`src/rtl/acc_adder_if.sv`:
```
// Operand/result bundle for acc_adder.
// The master drives the request side (en, mode, operands, clr_sticky);
// the slave (acc_adder) drives the registered result side.
interface acc_adder_if #(
   parameter int WIDTH = 4
);
   logic             en;
   logic [1:0]       mode;
   logic [WIDTH-1:0] A;
   logic [WIDTH-1:0] B;
   logic             clr_sticky;
   logic [WIDTH-1:0] Sum;
   logic             Overflow;
   logic             Valid;
   logic             Ovf_sticky;

   modport master (
      output en, mode, A, B, clr_sticky,
      input  Sum, Overflow, Valid, Ovf_sticky
   );

   modport slave (
      input  en, mode, A, B, clr_sticky,
      output Sum, Overflow, Valid, Ovf_sticky
   );
endinterface

```
`src/rtl/acc_adder.sv`:
```
// acc_adder: one-cycle add/subtract/accumulate unit with overflow detection
// and a sticky overflow flag. Sum doubles as the accumulator for ACC/DACC.
// Optional build macro ACC_ADDER_SAT_EN: clamp Sum on overflow instead of
// wrapping. Overflow/Ovf_sticky behave identically in both builds.
module acc_adder #(
   parameter int WIDTH  = 4,
   parameter bit SIGNED = 1'b0
) (
   input logic        clk,
   input logic        rst_n,
   acc_adder_if.slave bus
);

   typedef enum logic [1:0] {
      MODE_ADD  = 2'b00,
      MODE_SUB  = 2'b01,
      MODE_ACC  = 2'b10,
      MODE_DACC = 2'b11
   } mode_e;

   logic [WIDTH-1:0] r_sum;
   logic             r_ovf;
   logic             r_valid;
   logic             r_sticky;

   mode_e            w_mode;
   logic             w_use_acc;
   logic             w_is_sub;
   logic [WIDTH-1:0] w_lhs;
   logic [WIDTH-1:0] w_rhs;
   logic [WIDTH:0]   w_lhs_x;
   logic [WIDTH:0]   w_rhs_x;
   logic [WIDTH:0]   w_res_x;
   logic             w_ovf;
   logic [WIDTH-1:0] w_next_sum;
`ifdef ACC_ADDER_SAT_EN
   logic [WIDTH-1:0] w_sat;
`endif

   // Operand select and one-bit-wider arithmetic. The extra bit is the
   // carry/borrow for unsigned and the true sign for signed operation.
   always_comb begin
      w_mode    = mode_e'(bus.mode);
      w_use_acc = (w_mode == MODE_ACC) || (w_mode == MODE_DACC);
      w_is_sub  = (w_mode == MODE_SUB) || (w_mode == MODE_DACC);
      w_lhs     = w_use_acc ? r_sum : bus.A;
      w_rhs     = w_use_acc ? bus.A : bus.B;
      if (SIGNED) begin
         w_lhs_x = {w_lhs[WIDTH-1], w_lhs};
         w_rhs_x = {w_rhs[WIDTH-1], w_rhs};
      end else begin
         w_lhs_x = {1'b0, w_lhs};
         w_rhs_x = {1'b0, w_rhs};
      end
      w_res_x = w_is_sub ? (w_lhs_x - w_rhs_x) : (w_lhs_x + w_rhs_x);
      if (SIGNED) begin
         w_ovf = w_res_x[WIDTH] ^ w_res_x[WIDTH-1];
      end else begin
         w_ovf = w_res_x[WIDTH];
      end
   end

`ifdef ACC_ADDER_SAT_EN
   // Clamp value in the direction of the true result
   always_comb begin
      if (SIGNED) begin
         w_sat = w_res_x[WIDTH] ? {1'b1, {(WIDTH-1){1'b0}}}
                                : {1'b0, {(WIDTH-1){1'b1}}};
      end else begin
         w_sat = w_is_sub ? '0 : '1;
      end
      w_next_sum = w_ovf ? w_sat : w_res_x[WIDTH-1:0];
   end
`else
   // Wrapping result: true result modulo 2^WIDTH
   always_comb begin
      w_next_sum = w_res_x[WIDTH-1:0];
   end
`endif

   // Result, flag and sticky registers; a new overflow beats clr_sticky
   always_ff @(posedge clk or negedge rst_n) begin
      if (!rst_n) begin
         r_sum    <= '0;
         r_ovf    <= 1'b0;
         r_valid  <= 1'b0;
         r_sticky <= 1'b0;
      end else begin
         r_valid <= bus.en;
         if (bus.en) begin
            r_sum <= w_next_sum;
            r_ovf <= w_ovf;
         end
         if (bus.en && w_ovf) begin
            r_sticky <= 1'b1;
         end else if (bus.clr_sticky) begin
            r_sticky <= 1'b0;
         end
      end
   end

   assign bus.Sum        = r_sum;
   assign bus.Overflow   = r_ovf;
   assign bus.Valid      = r_valid;
   assign bus.Ovf_sticky = r_sticky;

endmodule

```
`src/flat_wrapper.sv`:
```
// flat-port wrapper written by rule: the top's interface ports become plain ports
module acc_adder_flat 
#(
   parameter int WIDTH  = 4,
   parameter bit SIGNED = 1'b0
)
  (clk, rst_n, bus_en, bus_mode, bus_A, bus_B, bus_clr_sticky, bus_Sum, bus_Overflow, bus_Valid, bus_Ovf_sticky);
  acc_adder_if #(.WIDTH(WIDTH)) bus_i ();
  input logic clk;
  input logic rst_n;
  input wire logic [$bits(bus_i.en)-1:0] bus_en;
  input wire logic [$bits(bus_i.mode)-1:0] bus_mode;
  input wire logic [$bits(bus_i.A)-1:0] bus_A;
  input wire logic [$bits(bus_i.B)-1:0] bus_B;
  input wire logic [$bits(bus_i.clr_sticky)-1:0] bus_clr_sticky;
  output wire logic [$bits(bus_i.Sum)-1:0] bus_Sum;
  output wire logic [$bits(bus_i.Overflow)-1:0] bus_Overflow;
  output wire logic [$bits(bus_i.Valid)-1:0] bus_Valid;
  output wire logic [$bits(bus_i.Ovf_sticky)-1:0] bus_Ovf_sticky;
  assign bus_i.en = bus_en;
  assign bus_i.mode = bus_mode;
  assign bus_i.A = bus_A;
  assign bus_i.B = bus_B;
  assign bus_i.clr_sticky = bus_clr_sticky;
  assign bus_Sum = bus_i.Sum;
  assign bus_Overflow = bus_i.Overflow;
  assign bus_Valid = bus_i.Valid;
  assign bus_Ovf_sticky = bus_i.Ovf_sticky;
  acc_adder #(.WIDTH(WIDTH), .SIGNED(SIGNED)) u_core (.clk(clk), .rst_n(rst_n), .bus(bus_i));
endmodule
```
`config.mk`:
```
export PLATFORM = sky130hd
export DESIGN_NAME = acc_adder_flat
export DESIGN_NICKNAME = d
export VERILOG_FILES = /design/src/rtl/acc_adder_if.sv /design/src/rtl/acc_adder.sv /design/src/flat_wrapper.sv
export SDC_FILE = /design/constraint.sdc
export NUM_CORES = 1
export LEC_CHECK = 0
export BUFFER_PORTS_ARGS = -buffer_cell sky130_fd_sc_hd__buf_2
export CORE_MARGIN = 3
export CORE_UTILIZATION = 25
export DETAILED_ROUTE_END_ITERATION = 8
export PLACE_DENSITY = 0.49
export RECOVER_POWER = 50
export SLEW_MARGIN = 0
export SYNTH_ARGS = -nofsm -noshare
export SYNTH_HDL_FRONTEND = slang
export SYNTH_SLANG_ARGS = --single-unit
export TNS_END_PERCENT = 10
```
`constraint.sdc`:
```
create_clock -name clk -period 2.08 [get_ports clk]
set_clock_uncertainty 0.15 [all_clocks]
set_input_delay 0.312 -clock clk [delete_from_list [all_inputs] [get_ports clk]]
set_output_delay 0.312 -clock clk [all_outputs]
set_load 0.05 [all_outputs]
```
# Word-level counts from Yosys, hierarchy flattened
# Cells that the tools add are included.
[word_totals] regBits=7 out_inout_bits=7 in_bits=14
[op_classes] reduce_logical=4 n_eq_ne=3 mux=5 add_sub_neg=2
[op_table] operator="2-to-1 mux 4 bit" count=2
[op_table] operator="adder 4 x 4 -> 5 bit" count=1
[op_table] operator="2-to-1 mux 5 bit" count=1
[op_table] operator="subtractor 4 x 4 -> 5 bit" count=1
[op_table] operator="equality test 2 bit (second input constant)" count=2
[op_table] operator="equality test 2 x 1 -> 1 bit (second input constant)" count=1
[op_table] operator="logical OR 1 bit" count=2
[op_table] operator="2-to-1 mux 1 bit" count=2
[op_table] operator="nonzero test 2 bit" count=1
[op_table] operator="logical AND 1 bit" count=1

# Logic depth before layout (Yosys ltp)
# Gate-level depths: netlist (run 1).
[logic_depth] ltp_word=7 ltp_mapped=9

# Least setup slack after synthesis (run 1)
# OpenSTA, ideal clock, no wires.
[synth_path] path_type="register to register" start="register u_core.r_sum[1] (netlist: u_core.bus.Sum[1])" end="register u_core.r_sum[3] (netlist: u_core.bus.Sum[3])" period_less_slack_ps=2081 stages_incl_launch_ff=7 path_buffers=0 setup_slack_ps=-1 required_ps=1835 arrival_time_ps=1835 setup_ps=95 path_cell_list="dfrtp_1 mux2_2 ha_1 nor2b_1 o21a_1 o21a_1 o31ai_1"
[synth_between] elab_chain_len=3 elab_cells_between_ends=4 cone_classes="add/sub: 2; mux: 2"
[synth_lines] item="start, declared" line="acc_adder.sv:21" text="logic [WIDTH-1:0] r_sum;"
[synth_lines] item="start signal, assigned" line="acc_adder.sv:91" text="r_sum <= w_next_sum;"
[synth_lines] item="2-to-1 mux 4 bit (*)" line="acc_adder.sv:46" text="w_lhs = w_use_acc ? r_sum : bus.A;"
[synth_lines] item="adder 4 x 4 -> 5 bit / subtractor 4 x 4 -> 5 bit (equally long branches)" line="acc_adder.sv:55" text="w_res_x = w_is_sub ? (w_lhs_x - w_rhs_x) : (w_lhs_x + w_rhs_x);"
[synth_lines] item="2-to-1 mux 5 bit (*)" line="acc_adder.sv:55"
# Every way passes the cells marked *; elsewhere a longest branch is shown, timed or not.
# A chain may end at the register's enable or synchronous reset.

# Worst setup path in the final report (run 1)
[layout_path] start="input port bus_mode[1]" end="register u_core.r_sum[3] (netlist: u_core.bus.Sum[3])"
[layout_between] elab_chain_len=5 elab_cells_between_ends=10 cone_classes="add/sub: 2; eq/ne: 3; mux: 3; reduce/logical: 2"
[layout_lines] item="start, declared" line="flat_wrapper.sv:12" text="input wire logic [$bits(bus_i.mode)-1:0] bus_mode;"
[layout_lines] item="equality test 2 bit, on equally long branches" line="acc_adder.sv:44, acc_adder.sv:45"
[layout_lines] item="logical OR 1 bit" line="acc_adder.sv:44" text="w_use_acc = (w_mode == MODE_ACC) || (w_mode == MODE_DACC);"
[layout_lines] item="2-to-1 mux 4 bit, on equally long branches" line="acc_adder.sv:46, acc_adder.sv:47"
[layout_lines] item="adder 4 x 4 -> 5 bit / subtractor 4 x 4 -> 5 bit (equally long branches)" line="acc_adder.sv:55"
[layout_lines] item="2-to-1 mux 5 bit (*)" line="acc_adder.sv:55"
# Marks and branches as above.

==> results of run 1 <==
==> registers in the layout, summed over array words and instances, names as in the netlist <==
register,flops
u_core.bus.Overflow,1
u_core.bus.Ovf_sticky,1
u_core.bus.Sum,4
u_core.bus.Valid,1
==> worst max-delay path by stage <==
| stage | from | to | slack, ns | cells past startpoint |
|---|---|---|---|---|
| floorplan | u_core.bus.Sum[0] | u_core.bus.Overflow | 0.05 | 8 |
| global placement | bus_A[2] | u_core.bus.Overflow | -0.15 | 9 |
| detailed placement | bus_mode[1] | u_core.bus.Sum[3] | -0.20 | 9 |
| CTS | bus_mode[1] | u_core.bus.Sum[3] | 0.03 | 9 |
| global route | bus_mode[1] | u_core.bus.Sum[3] | 0.006 | 9 |
| finish | bus_mode[1] | u_core.bus.Sum[3] | 0.10 | 9 |
==> cells in the mapped netlist, drive strengths merged (3+ instances only) <==
master,number
dfrtp,7
ha,4
inv,3
mux2,5
mux2i,5
nand2,4
nor3,3
==> metrics by stage <==
stage | hold slack (ns) | power, mW
floorplan | -0.134 | 0.601
global placement | 0.00668 | 0.769
detailed placement | 0.00908 | 0.769
CTS | 0.120 | 0.904
global route | 0.204 | 0.972
finish | 0.186 | 0.905
==> per-layer routing <==
| layer | GRT usage (%) | part of all wire (%) | up-vias |
|---|---|---|---|
| met5 | 0 | 0 | - |
| met2 | 15.2 | 42 | 16 |
| met3 | 1.63 | 7.2 | 2 |
| met1 | 14.1 | 51 | 244 |
| met4 | 3.73 | 0.35 | 0 |
| li1 | - | - | 295 |
==> layout make-up <==
class / instances / share of cell area, %
Timing Repair Buffer: 37 / 25.4
Multi-Input combinational cell: 47 / 46.7
Clock buffer: 4 / 2.95
Tap cell: 28 / 3.93
Inverter: 3 / 1.26
Sequential cell: 7 / 19.8
==> where the power goes <==
| group | switching, mW | total (mW) | leakage, nW | internal [mW] |
|---|---|---|---|---|
| Clock | 0.0489 | 0.122 | 0.0150 | 0.0731 |
| Sequential | 0.0342 | 0.222 | 0.0820 | 0.188 |
| Combinational | 0.344 | 0.561 | 0.339 | 0.217 |
==> placed cells by master, fill, tap and decap left out, types with 2 or more instances in the layout <==
cell	instances
clkbuf_1	4
nand2_1	4
o21a_1	2
clkbuf_4	3
mux2i_1	4
mux2_2	5
nor3_1	3
ha_1	4
dfrtp_1	6
xor2_1	2
buf_2	17
nor2b_1	2
inv_1	3
nor2_1	2
buf_4	16
a211oi_1	2
==> worst register-to-register path: cells and delay by family, from the launching register on <==
kind                     cells  cell delay (ns)
AO/OA/AOI/OAI                3             0.57
adder cells (fa/ha/maj)      1             0.27
flip-flops                   1             0.41
multiplexers                 1             0.31
AND/OR/NAND/NOR              1             0.13
==> kinds of logic after synthesis <==
group           Yosys count  share of synthesized area [%]
buf+inv                   5                           4.42
compound gates           11                           12.8
xor+xnor                  4                           5.90
mux                      10                           18.5
simple gates             17                           17.1
fa+ha+maj                 5                           11.8
flops                     7                           29.5
==> timing repair <==
action,in CTS,in global routing
endpoints found under the setup margin,0,3
gates resized for setup,0,4
hold buffers,1,0
hold endpoints to repair,7,0
==> out/qor.csv, run 1 <==
metric;value;unit
CP peak stage delay;0.38;ns
clk slew on worst S/H paths;0.06;ns
Mapped Area;594;sq um
cell depth of the worst flop-to-flop path;6;
Die X;54.8;um
hold path depth;4;
initial drt markers;0;
grt ovf;0;
Slew Limit Headroom;60.1;%
routed len/inst;11.2;um
Power Density;1010;nW/um^2
Lkg Pwr;0.436;nW
CTS Buf Count;3;
GP Congestion;0.745;
Initial Utilization;26.6;%
max-slew violations;0;
Arr. time, crit path;1.99;ns
Reg-to-Reg Start;u_core.bus.Sum[1];
# clock sinks;7;
n_diodes;0;
Yosys top cell by area;dfrtp_1;
Hold Crit Start;bus_clr_sticky;
utilization after layout;39.9;%
Final period util;95.0;%
crit-path cells;buf_2 > mux2_2 > nand2b_4 > xnor2_2 > ha_1 > nor2b_1 > o21a_1 > o21a_1 > o31ai_2;
Routed Antenna Nets;0;
deepest clock path buffer count;2;
sum of buffers and inverters on the critical path;1;
largest net degree at the start of global routing;10;
Crit path top cell by count;o21a_1;
Hold EP;u_core.bus.Ovf_sticky;
Ports;21;
Syn Inst Count;59;
Period minus WS final;1.98;ns
top post-synthesis cells by area;dfrtp_1 29%, mux2_2 9.5%, ha_1 8.4%;
Worst setup EP type;flip-flop;
die area;3000;sq um
# nets final;118;
via count;557;
YS warnings;0;
r2r setup slk;0.17;ns
Area after DPL;836;sq um
fill count;238;
post-route cell area;892;sq um
CP max stage cell;mux2_2;
Req. time, crit path;2.09;ns
Core Box Area;2230;sq um
area of the multi-input gates;417;sq um
Setup CP Type;primary input to flip-flop;
Yosys cell types;29;
first-pass GRT wire length;2.15;mm
Chip Height;54.8;um
H-tree depth;1;
Pre-Repair DR Iteration Count;1;
Peak VDD IR;0.000700;V
Net Count, Synth;78;
vias in the first global route;502;
Yosys reg bits;7;
CP delay by family, top;compound AO/OA/AOI/OAI gates;
final setup TNS;0;ns
final cell count without fillers;126;
Post-synth EDFFs;0;
worst-margin pin slew;0.600;ns
RSZ-0062 raised after global routing;false;
Hold Path Class;primary input to flip-flop;
Rows;17;
Startpoint Class;primary input;
Total GRT Usage;10.0;%
Syn-to-layout area delta;50.1;%
WL final;1.42;mm
Root Driver;clkbuf_4;
Synth top area share;29.5;%
initial antenna violation count;0;
outcome;complete, no violations;
post-detail-place hpwl;1.18;mm
MaxCap Viol Count;0;
Seq/Total Area, Yosys;29.5;%
register area;176;sq um
Placed Cells;121;
Max Clock Freq;0.506;GHz
via/cell ratio;4.42;
worst setup margin;0.103;ns
Reg-to-Reg End;u_core.bus.Sum[3];
syn avg cell area;10.1;sq um
Primary FF master, synth;dfrtp_1;
Placement Setup Slack;-0.205;ns
share of layout cells above drive strength 1;51.0;%
port bufs;20;
critical path peak fanout;5;
DRC;0;
# Post-CTS Setup Buffers;0;
Final Hold Fails;0;
# setup viols final;0;
CTS tree;done;
asr flop ratio synth;100;%
worst skew pair latency;0.25;ns
No activity file was read; power rests on OpenSTA's default activity.
==> run 2: changes to the inputs <==
Settings changed: BUFFER_PORTS_ARGS -buffer_cell sky130_fd_sc_hd__buf_2 to unset, DONT_BUFFER_PORTS set to 1, PLACE_DENSITY 0.49 to 0.41.
==> out/qor.csv, run 2 (same netlist as run 1, synthesis figures left out) <==
metric;value;unit
Power Density;1170;nW/um^2
routed len/inst;13.6;um
GP Congestion;0.716;
Routed Antenna Nets;0;
# clock sinks;7;
initial drt markers;7;
deepest clock path buffer count;2;
sum of buffers and inverters on the critical path;1;
vias in the first global route;491;
DRC;0;
initial antenna violation count;0;
CP peak stage delay;0.40;ns
Period minus WS final;1.90;ns
largest net degree at the start of global routing;13;
outcome;complete, no violations;
port bufs;0;
WL final;1.34;mm
# Post-CTS Setup Buffers;0;
via count;465;
n_diodes;0;
post-CTS resize count;0;
H-tree depth;1;
CP delay by family, top;adder cells;
max-slew violations;0;
# nets final;90;
grt ovf;0;
Largest register FFs;4;
Hold Path Class;primary input to flip-flop;
Arr. time, crit path;1.88;ns
Final Hold Fails;0;
met1 usage;14.6;%
Syn-to-layout area delta;19.6;%
share of layout cells above drive strength 1;27.1;%
cts hold-fix bufs;2;
Root Driver;clkbuf_4;
critical path peak fanout;3;
Ports;21;
Crit path top cell by count;mux2i_1;
final cell count without fillers;98;
via/cell ratio;4.74;
Lkg Pwr;0.308;nW
crit-path cells;mux2i_1 > ha_1 > inv_1 > fa_1 > nand3_1 > a211oi_1 > mux2i_1 > nand2_1;
RSZ-0062 raised after global routing;false;
clk slew on worst S/H paths;0.05;ns
Placement Setup Slack;-0.0237;ns
Worst setup EP type;flip-flop;
Slew Limit Headroom;58.4;%
Max Clock Freq;0.526;GHz
GRT met2 Usage;13.4;%
post-detail-place hpwl;1.08;mm
Die X;54.8;um
Rows;17;
most frequent cells in the layout;6 x buf_4, 6 x dfrtp_1, 5 x mux2_2;
busiest grt layer;met1;
Peak VDD IR;0.000591;V
MaxCap Viol Count;0;
die area;3000;sq um
worst skew pair latency;0.25;ns
CTS Buf Count;3;
worst setup margin;0.178;ns
# setup viols final;0;
Placed Cells;92;
Final period util;91.5;%
Total GRT Usage;10.3;%
Req. time, crit path;2.06;ns
CTS tree;done;
Startpoint Class;flip-flop;
grt met3 use;2.18;%
r2r setup slk;0.18;ns
Chip Height;54.8;um
first-pass GRT wire length;2.10;mm
CP max stage cell;fa_1;
Setup CP Type;flip-flop to flip-flop;
Core Box Area;2230;sq um
Initial Utilization;26.6;%
worst-margin pin slew;0.623;ns
Pre-Repair DR Iteration Count;4;
run 2: cell count changes in the layout (fill, tap and decap cells not counted):
cell / previous run / this run
o31ai_2: 1 / 0
clkbuf_1: 4 / 2
o31ai_1: 0 / 1
xnor2_2: 1 / 0
a21oi_2: 1 / 0
dlygate4sd3_1: 1 / 2
a21oi_1: 1 / 2
xnor2_1: 1 / 2
buf_2: 17 / 0
nand2b_1: 0 / 1
nand2b_4: 1 / 0
buf_4: 16 / 6
run 2: worst paths after layout:
| check | from | end | cells past startpoint |
|---|---|---|---|
| setup / recovery | u_core.bus.Sum[0] | u_core.bus.Overflow | 8 |
| hold / removal | bus_mode[0] | u_core.bus.Overflow | 2 |
| setup reg to reg | u_core.bus.Sum[0] | u_core.bus.Overflow | 8 |
| hold reg to reg | u_core.bus.Sum[3] | u_core.bus.Sum[3] | 3 |
| max in group asynchronous | rst_n | u_core.bus.Sum[1] | 1 |
| min in group asynchronous | rst_n | u_core.bus.Ovf_sticky | 1 |
run 2: area by class of cell:
| type | count | area (sq um) |
|---|---|---|
| multi-input cells | 47 | 393 |
| well taps | 28 | 35.0 |
| inverters | 3 | 11.3 |
| clock buffers | 4 | 26.3 |
| fillers | 243 | 1520 |
| flip-flops and latches | 7 | 176 |
| repair buffers | 9 | 68.8 |
run 2: through the flow:
stage | power (mW) | TNS [ns] | hold slack, ns | util [%] | area, sq um
detailed placement | 0.712 | -0.0567 | -0.133 | 29.9 | 668
global route | 0.900 | 0 | 0.0705 | 31.8 | 711
floorplan | 0.601 | 0 | -0.134 | - | 596
global placement | 0.714 | -0.0644 | -0.133 | 29.9 | 668
finish | 0.833 | 0 | 0.0627 | 31.8 | 711
CTS | 0.851 | 0 | 0.0525 | 32.0 | 714
run 2: metal layers:
metal,up-vias,part of all wire [%]
met3,2,9.5
li1,237,-
met1,206,52
met5,-,0
met2,20,37
met4,0,1.3
run 2: where the power goes:
group	internal [mW]	total, mW	switching (mW)
Clock	0.0733	0.125	0.0513
Combinational	0.177	0.433	0.256
Sequential	0.186	0.275	0.0884
